===== src/rtl/decade_counter.sv =====
// decade_counter: synchronous packed-BCD counter of DIGITS decades with a
// count enable (in) and a combinational ripple-carry output (o).
// Optional feature macro: DECADE_COUNTER_CLR_EN adds a synchronous clear
// input (clr) that zeroes every digit and masks the carry output.
// Cascade stages by feeding o of one instance into in of the next.
module decade_counter #(
    parameter int DIGITS = 1
) (
    input  logic                  clk,
    input  logic                  rst_n,
    input  logic                  in,
`ifdef DECADE_COUNTER_CLR_EN
    input  logic                  clr,
`endif
    output logic [4*DIGITS-1:0]   q,
    output logic                  o
);

    // nines_below[k] is high when every digit below k holds 9; digit k
    // advances on an enabled edge only when this is true.
    logic [DIGITS:0] nines_below;

    assign nines_below[0] = 1'b1;

    genvar gi;
    generate
        for (gi = 0; gi < DIGITS; gi++) begin : g_digit
            logic [3:0] digit_reg;
            logic [3:0] digit_next;
            logic       step;

            assign nines_below[gi+1] = nines_below[gi] & (digit_reg == 4'd9);
            assign step              = in & nines_below[gi];

            // Next digit value: 9 wraps to 0, and any illegal 10..15 code is
            // also sent to 0 so a corrupted digit recovers on its next step.
            always_comb begin
                digit_next = digit_reg;
                if (step) begin
                    if (digit_reg >= 4'd9)
                        digit_next = 4'd0;
                    else
                        digit_next = digit_reg + 4'd1;
                end
`ifdef DECADE_COUNTER_CLR_EN
                if (clr)
                    digit_next = 4'd0;
`endif
            end

            // Digit register with asynchronous active-low reset.
            always_ff @(posedge clk or negedge rst_n) begin
                if (!rst_n)
                    digit_reg <= 4'd0;
                else
                    digit_reg <= digit_next;
            end

            assign q[4*gi +: 4] = digit_reg;
        end
    endgenerate

    // Carry out is purely combinational: enabled and the whole count at all-nines.
`ifdef DECADE_COUNTER_CLR_EN
    assign o = in & nines_below[DIGITS] & ~clr;
`else
    assign o = in & nines_below[DIGITS];
`endif

endmodule


===== config.mk =====
export PLATFORM = sky130hd
export DESIGN_NAME = decade_counter
export DESIGN_NICKNAME = d
export VERILOG_FILES = /design/src/rtl/decade_counter.sv
export SDC_FILE = /design/constraint.sdc
export NUM_CORES = 1
export LEC_CHECK = 0
export ABC_AREA = 0
export BUFFER_PORTS_ARGS = -buffer_cell sky130_fd_sc_hd__clkbuf_2
export CORE_AREA = 2 2 39 41
export CTS_CLUSTER_DIAMETER = 80
export DETAILED_ROUTE_END_ITERATION = 8
export DIE_AREA = 0 0 41 43
export MAX_ROUTING_LAYER = met4
export PLACE_DENSITY = 0.35
export SLEW_MARGIN = 0
export SYNTH_ARGS = -nofsm -noshare
export SYNTH_HDL_FRONTEND = slang
export SYNTH_SLANG_ARGS = --single-unit

===== constraint.sdc =====
create_clock -name clk -period 1.6 [get_ports clk]
set_clock_uncertainty 0.05 [all_clocks]
set_input_delay 0.16 -clock clk [delete_from_list [all_inputs] [get_ports clk]]
set_output_delay 0.16 -clock clk [all_outputs]
set_load 0.005 [all_outputs]

==> metrics.yaml, run 1 <==
outcome:
  status: "finished clean"
cts:
  clk_path_buf_depth: 2
  root_buffer: "clkbuf_4"
  ctsResizeCount: 0
  htreeDepth: 1
  clk_latency_ns: 0.22
  cts.reportedPaths.clkPinSlew_ns: 0.03
  cts_tree: "yes"
  cts.sinks: 4
  post-cts-setup-buffers: 0
  numCtsBuffers: 3
  hold_buffers: 1
hold_path:
  worstHoldPathType: "in2reg"
synth:
  netlist.area_leader.share_pct: 40.6
  yosysWarningCount: 0
  synthesis.area_um2: 246
  synth.ff_latch_count: 4
  async_reset_ff_share_pct: 100
  seq_area_frac_synth_pct: 40.6
  syn_inst: 23
  synth.most_common_cell: "dfrtp_1"
  yosys-top-cells-area: "dfrtp_1 41%, ha_1 15%, a31oi_1 7.6%"
  synth_nets: 29
  ys.flop_type: "dfrtp_1"
  synth_area_leader_cell: "dfrtp_1"
  synth_common_cells: "4 x dfrtp_1, 3 x a31oi_1, 3 x ha_1, 3 x inv_1, 2 x o21ai_0"
  avgSynthCellArea_um2: 10.7
  synth_edf_count: 0
  synthDistinctLibCells: 13
detailed_routing:
  drt_first_iter_violations: 1
  wl_per_cell_um: 10.1
  totalWireLength_um: 493
  vias_per_cell: 4.14
  routed-via-count: 203
  drc: 0
  postRouteAntennaNets: 0
  dr.pass1.iters: 2
critical_path:
  slowest_delay_ns: 0.40
  path_cells: "inv_1 > ha_1 > or3_4 > a31oi_1"
  slowest_stage: "dfrtp_1"
  crit_path_max_fanout: 5
  cp-start-kind: "flip-flop"
  cp_data_required_time_ns: 1.68
  cp.arrival_ns: 1.52
  critPathCaptureType: "flip-flop"
  criticalPathCategory: "reg2reg"
cells_and_area:
  drive_gt1_share_pct: 36.4
  num_antenna_cells: 0
  synthToLayoutAreaGrowth_pct: 33.5
  fin_cells: 49
  largest_reg_flops: 4
  finalNetCount: 41
global_routing:
  grt_pass1_vias: 212
  grtUsageTotal_pct: 7.64
  overflow: 0
  grt_pass1_wl_um: 834
  grt_max_degree: 9
  grt_antenna_before_repair: 0
sta:
  min_period_over_period_pct: 89.5
  finalSetupTns_ns: 0
  setup_viol: 0
  hold_viol: 0
  max_freq_ghz: 0.698
  relSlewSlack_pct: 86.2
  worst_slew_pin_slew_ns: 0.206
  fin_crit_ns: 1.43
  maxSlewViolCount: 0
  grt_setup_unrepaired: "no"
  fin_hold_ws_ns: 0.198
floorplanning:
  coreArea_mm2: 0.00138
  die_w_um: 41
  dieArea_mm2: 0.00176
  row_count: 14
  io_pins: 8
  die-height_um: 43
  initial_core_util_pct: 17.8
power_and_ir_drop:
  total_power_uw: 602
  vdd_drop_max_mv: 0.402
  p_leak_uw: 0.000165
  power_per_cell_area_mw_per_mm2: 1830
place:
  gp_congestion: 0.619
  numPortBuffers: 7
  dp_cells: 45
flow_run:
  cap_violations: 0
-- worst max-delay path, delay by kind of cell (launching register included) --
kind,cells,cell delay [ns]
flip-flops,1,0.40
AND/OR/NAND/NOR,1,0.39
adder cells (fa/ha/maj),1,0.21
AO/OA/AOI/OAI,1,0.21
buffers and inverters,1,0.08
-- cells by family after synthesis --
| logic type | synth area share (%) |
|---|---|
| multiplexers | 4.06 |
| flip-flops | 40.6 |
| AO/OA/AOI/OAI | 19.3 |
| AND/OR/NAND/NOR | 10.7 |
| buffers and inverters | 6.60 |
| adder cells (fa/ha/maj) | 15.2 |
| XOR/XNOR | 3.55 |
-- per-stage QoR --
stage,setup WS (ns),instance area (µm²),utilization [%]
after floorplan,0.296,246,-
after global placement,0.206,297,21.4
after detailed placement,0.166,297,21.4
after CTS,0.156,329,23.8
after global routing,0.0540,329,23.8
final,0.167,329,23.8
-- report_power, final --
part | total (µW) | internal [µW] | switching [µW]
Combinational | 264 | 139 | 125
Clock | 117 | 83.3 | 33.3
Sequential | 221 | 151 | 70.9
-- cell usage in the layout, fill, tap and decap left out --
cell type	Yosys	routed
o21ai_0	2	2
and3_1	1	1
a41oi_1	1	1
inv_1	3	3
or3_4	1	1
a31oi_1	3	3
and2b_2	1	1
xnor2_1	1	1
clkbuf_4	0	3
a32o_1	1	1
clkbuf_2	0	7
dfrtp_1	4	4
ha_1	3	3
dlygate4sd3_1	0	1
mux2i_1	1	1
-- worst paths after layout --
| check | to | depth (start not counted) | from | slack, ns |
|---|---|---|---|---|
| max | q[0] | 4 | q[1] | 0.17 |
| min | q[3] | 2 | in | 0.20 |
| max reg2reg | q[0] | 4 | q[1] | 0.17 |
| min reg2reg | q[2] | 1 | q[2] | 0.52 |
| max in group asynchronous | q[0] | 2 | rst_n | 1.16 |
| min in group asynchronous | q[2] | 2 | rst_n | 0.22 |
-- metal layers --
metal | wire length [µm] | vias up | global-route usage (%)
met5 | 0 | - | -
met4 | 0 | 0 | 4.00
met3 | 35 | 0 | 4.71
met2 | 248 | 5 | 10.6
met1 | 209 | 93 | 8.12
li1 | - | 105 | -
-- layout make-up --
cell class,instances,area [µm²]
sequential,4,100
inverter,3,11.3
clock buffer,3,22.5
multi-input combinational,15,130
tap,16,20.0
fill,153,1050
timing repair buffer,8,45.0
(Power assumes the default switching activity.)
==> run 2: changes to the inputs <==
Settings changed: PLACE_DENSITY 0.35 to 0.37.
Clock period 1.6 ns to 1.3 ns, I/O delays scaled along.
==> run 2 against run 1 <==
  * The flow now finishes with violations (negative setup slack)
  * Largest cell class unchanged
  * Sequential share of layout area shrank 7.4 points
  * Non-clock buffer count up 7
  * Global-route usage increased by 1.4 points
  * Sequential power grew 29%
  * Critical path depth rose by 1
  * Clock-buffer cell count unchanged
  * Worst setup slack worse by 0.27 ns
  * Combinational power grew to 2.6 times the previous value
==> metrics.yaml, run 2 (synthesis gave the netlist of run 1 again) <==
floorplanning:
  coreArea_mm2: 0.00138  # unchanged
  die_w_um: 41  # unchanged
  dieArea_mm2: 0.00176  # unchanged
  die-height_um: 43  # unchanged
  initial_core_util_pct: 17.8  # unchanged
  row_count: 14  # unchanged
  io_pins: 8  # unchanged
power_and_ir_drop:
  p_leak_uw: 0.000197  # +19%
  power.share.sequential_pct: 25.7  # -11 points
  switchingPower_uw: 438  # +91%
  total_power_uw: 1110  # +84%
  pwr-share-clk_pct: 13.4  # -6.0 points
  swShare_pct: 39.6  # +1.5 points
  vdd_drop_max_mv: 0.664  # +65%
  combinationalPowerShare_pct: 60.9  # +17 points
  power_per_cell_area_mw_per_mm2: 2520  # +37%
  p_int_uw: 670  # +79%
cells_and_area:
  mostFrequentLayoutCells: "7 x clkbuf_2, 6 x buf_4, 3 x inv_2, 3 x clkbuf_4, 3 x dfrtp_1"
  largest_reg_flops: 4  # unchanged
  num_antenna_cells: 0  # unchanged
  fillerInstances: 151  # -1.3%
  fin_cells: 56  # +14%
  drive_gt1_share_pct: 72.5  # +36 points
  final_util_pct: 31.8  # +8.0 points
  final_common_cell: "clkbuf_2"
  finalNetCount: 48  # +17%
  synthToLayoutAreaGrowth_pct: 78.7
sta:
  relSlewSlack_pct: 74.5  # -12 points
  finalSetupTns_ns: -0.349  # -0.349 ns
  maxSlewViolCount: 0  # unchanged
  fin_crit_ns: 1.40  # -0.0343 ns
  worst_slew_pin_slew_ns: 0.383  # +0.177 ns
  worst_slack_ns: -0.0983  # -0.266 ns
  min_period_over_period_pct: 108  # +18 points
  grt_setup_unrepaired: "yes"
  max_freq_ghz: 0.715  # +2.5%
  fin_hold_ws_ns: 0.188  # -0.00990 ns
  setup_viol: 4  # +4
  hold_viol: 0  # unchanged
global_routing:
  grt_pass1_wl_um: 1040  # +25%
  grtUsageTotal_pct: 8.99  # +1.4 points
  grt_antenna_before_repair: 0  # unchanged
  grt_max_degree: 9  # unchanged
  grt_pass1_vias: 245  # +16%
  overflow: 0  # unchanged
place:
  dp_cells: 49  # +8.9%
  numPortBuffers: 7  # unchanged
  gp_congestion: 0.676  # +9.1%
cts:
  root_buffer: "clkbuf_4"
  cts.sinks: 4  # unchanged
  clk_path_buf_depth: 2  # unchanged
  cts_tree: "yes"
  clk_latency_ns: 0.23  # about the same
  cts.reportedPaths.clkPinSlew_ns: 0.04  # about the same
  htreeDepth: 1  # unchanged
  numCtsBuffers: 3  # unchanged
detailed_routing:
  dr.pass1.iters: 2  # unchanged
  totalWireLength_um: 643  # +30%
  routed-via-count: 239  # +18%
  drt_first_iter_violations: 2  # +1
  vias_per_cell: 4.27  # +3.0%
  wl_per_cell_um: 11.5  # +14%
  postRouteAntennaNets: 0  # unchanged
  drc: 0  # unchanged
critical_path:
  critPathCaptureType: "flip-flop"
  cp-start-kind: "flip-flop"
  path_buf_inv: 2  # +1
  crit_path_max_fanout: 3  # -2
  cp_common_cell: "inv_2"
  criticalPathCategory: "reg2reg"
  worstRegToRegCells: 5  # +1
  cp_data_required_time_ns: 1.39  # -0.29 ns
  cp_top_family: "flip-flops"
  rr_endpoint: "q[0]"
  rr_startpoint: "q[0]"
  cp.arrival_ns: 1.49  # -0.03 ns
  slowest_delay_ns: 0.43  # +0.03 ns
  path_cells: "inv_2 > ha_1 > inv_2 > or3_4 > a31oi_4"
  slowest_stage: "dfrtp_2"
  regToRegSetupSlack_ns: -0.1  # -0.27 ns
outcome:
  status: "finished, violations left"
  violations: "negative setup slack"
hold_path:
  worstHoldPathType: "in2async"
flow_run:
  cap_violations: 0  # unchanged
[run 2: cell count changes in the layout (fill, tap and decap cells not counted), sizes merged]
| cell | change |
|---|---|
| buf | +7 |
[run 2: per-layer routing]
metal	routed length, µm	vias up	global-route usage [%]	part of all wire (%)
met2	364	4	12.2	57
met1	254	117	11.7	40
met4	0	0	4.00	0
met3	25	0	3.14	3.9
li1	-	118	-	-
met5	0	-	-	0
[run 2: repair_timing]
| action | in CTS | in global routing |
|---|---|---|
| hold buffers | 1 | 0 |
| setup buffers | 2 | 1 |
| endpoints found under the hold margin | 4 | 0 |
| endpoints found under the setup margin | 4 | 5 |
| resized for setup | 4 | 10 |
| pin swaps | 3 | 4 |
[run 2: worst max path at each step]
stage	slack, ns	start	depth (start not counted)	to
after floorplan	0.006	q[0]	5	q[0]
after global placement	-0.02	q[0]	5	q[1]
after detailed placement	-0.05	q[0]	5	q[0]
after CTS	-0.07	q[1]	5	o
after global routing	-0.14	q[0]	5	q[1]
final	-0.1	q[0]	5	q[0]
[run 2: layout make-up]
cell class                      count  area, µm²  share of cell area, %
Clock buffer                        3       22.5                   5.11
Inverter                            3       11.3                   2.56
Multi-Input combinational cell     15        184                   41.8
Sequential cell                     4        101                   23.0
Tap cell                           16       20.0                   4.55
Timing Repair Buffer               15        101                   23.0
[run 2: stage by stage]
| stage | setup slack (ns) | instance area, µm² |
|---|---|---|
| after detailed placement | -0.0454 | 329 |
| after floorplan | 0.00600 | 249 |
| final | -0.0983 | 440 |
| after global placement | -0.0209 | 329 |
| after CTS | -0.0666 | 395 |
| after global routing | -0.139 | 440 |
[run 2: power by group through the flow]
stage / clock, µW / sequential, µW / combinational [µW]
CTS: 159 / 257 / 527
global placement: 0 / 249 / 437
detailed placement: 0 / 252 / 439
floorplan: 0 / 266 / 209
finish: 149 / 285 / 675
global route: 168 / 295 / 747
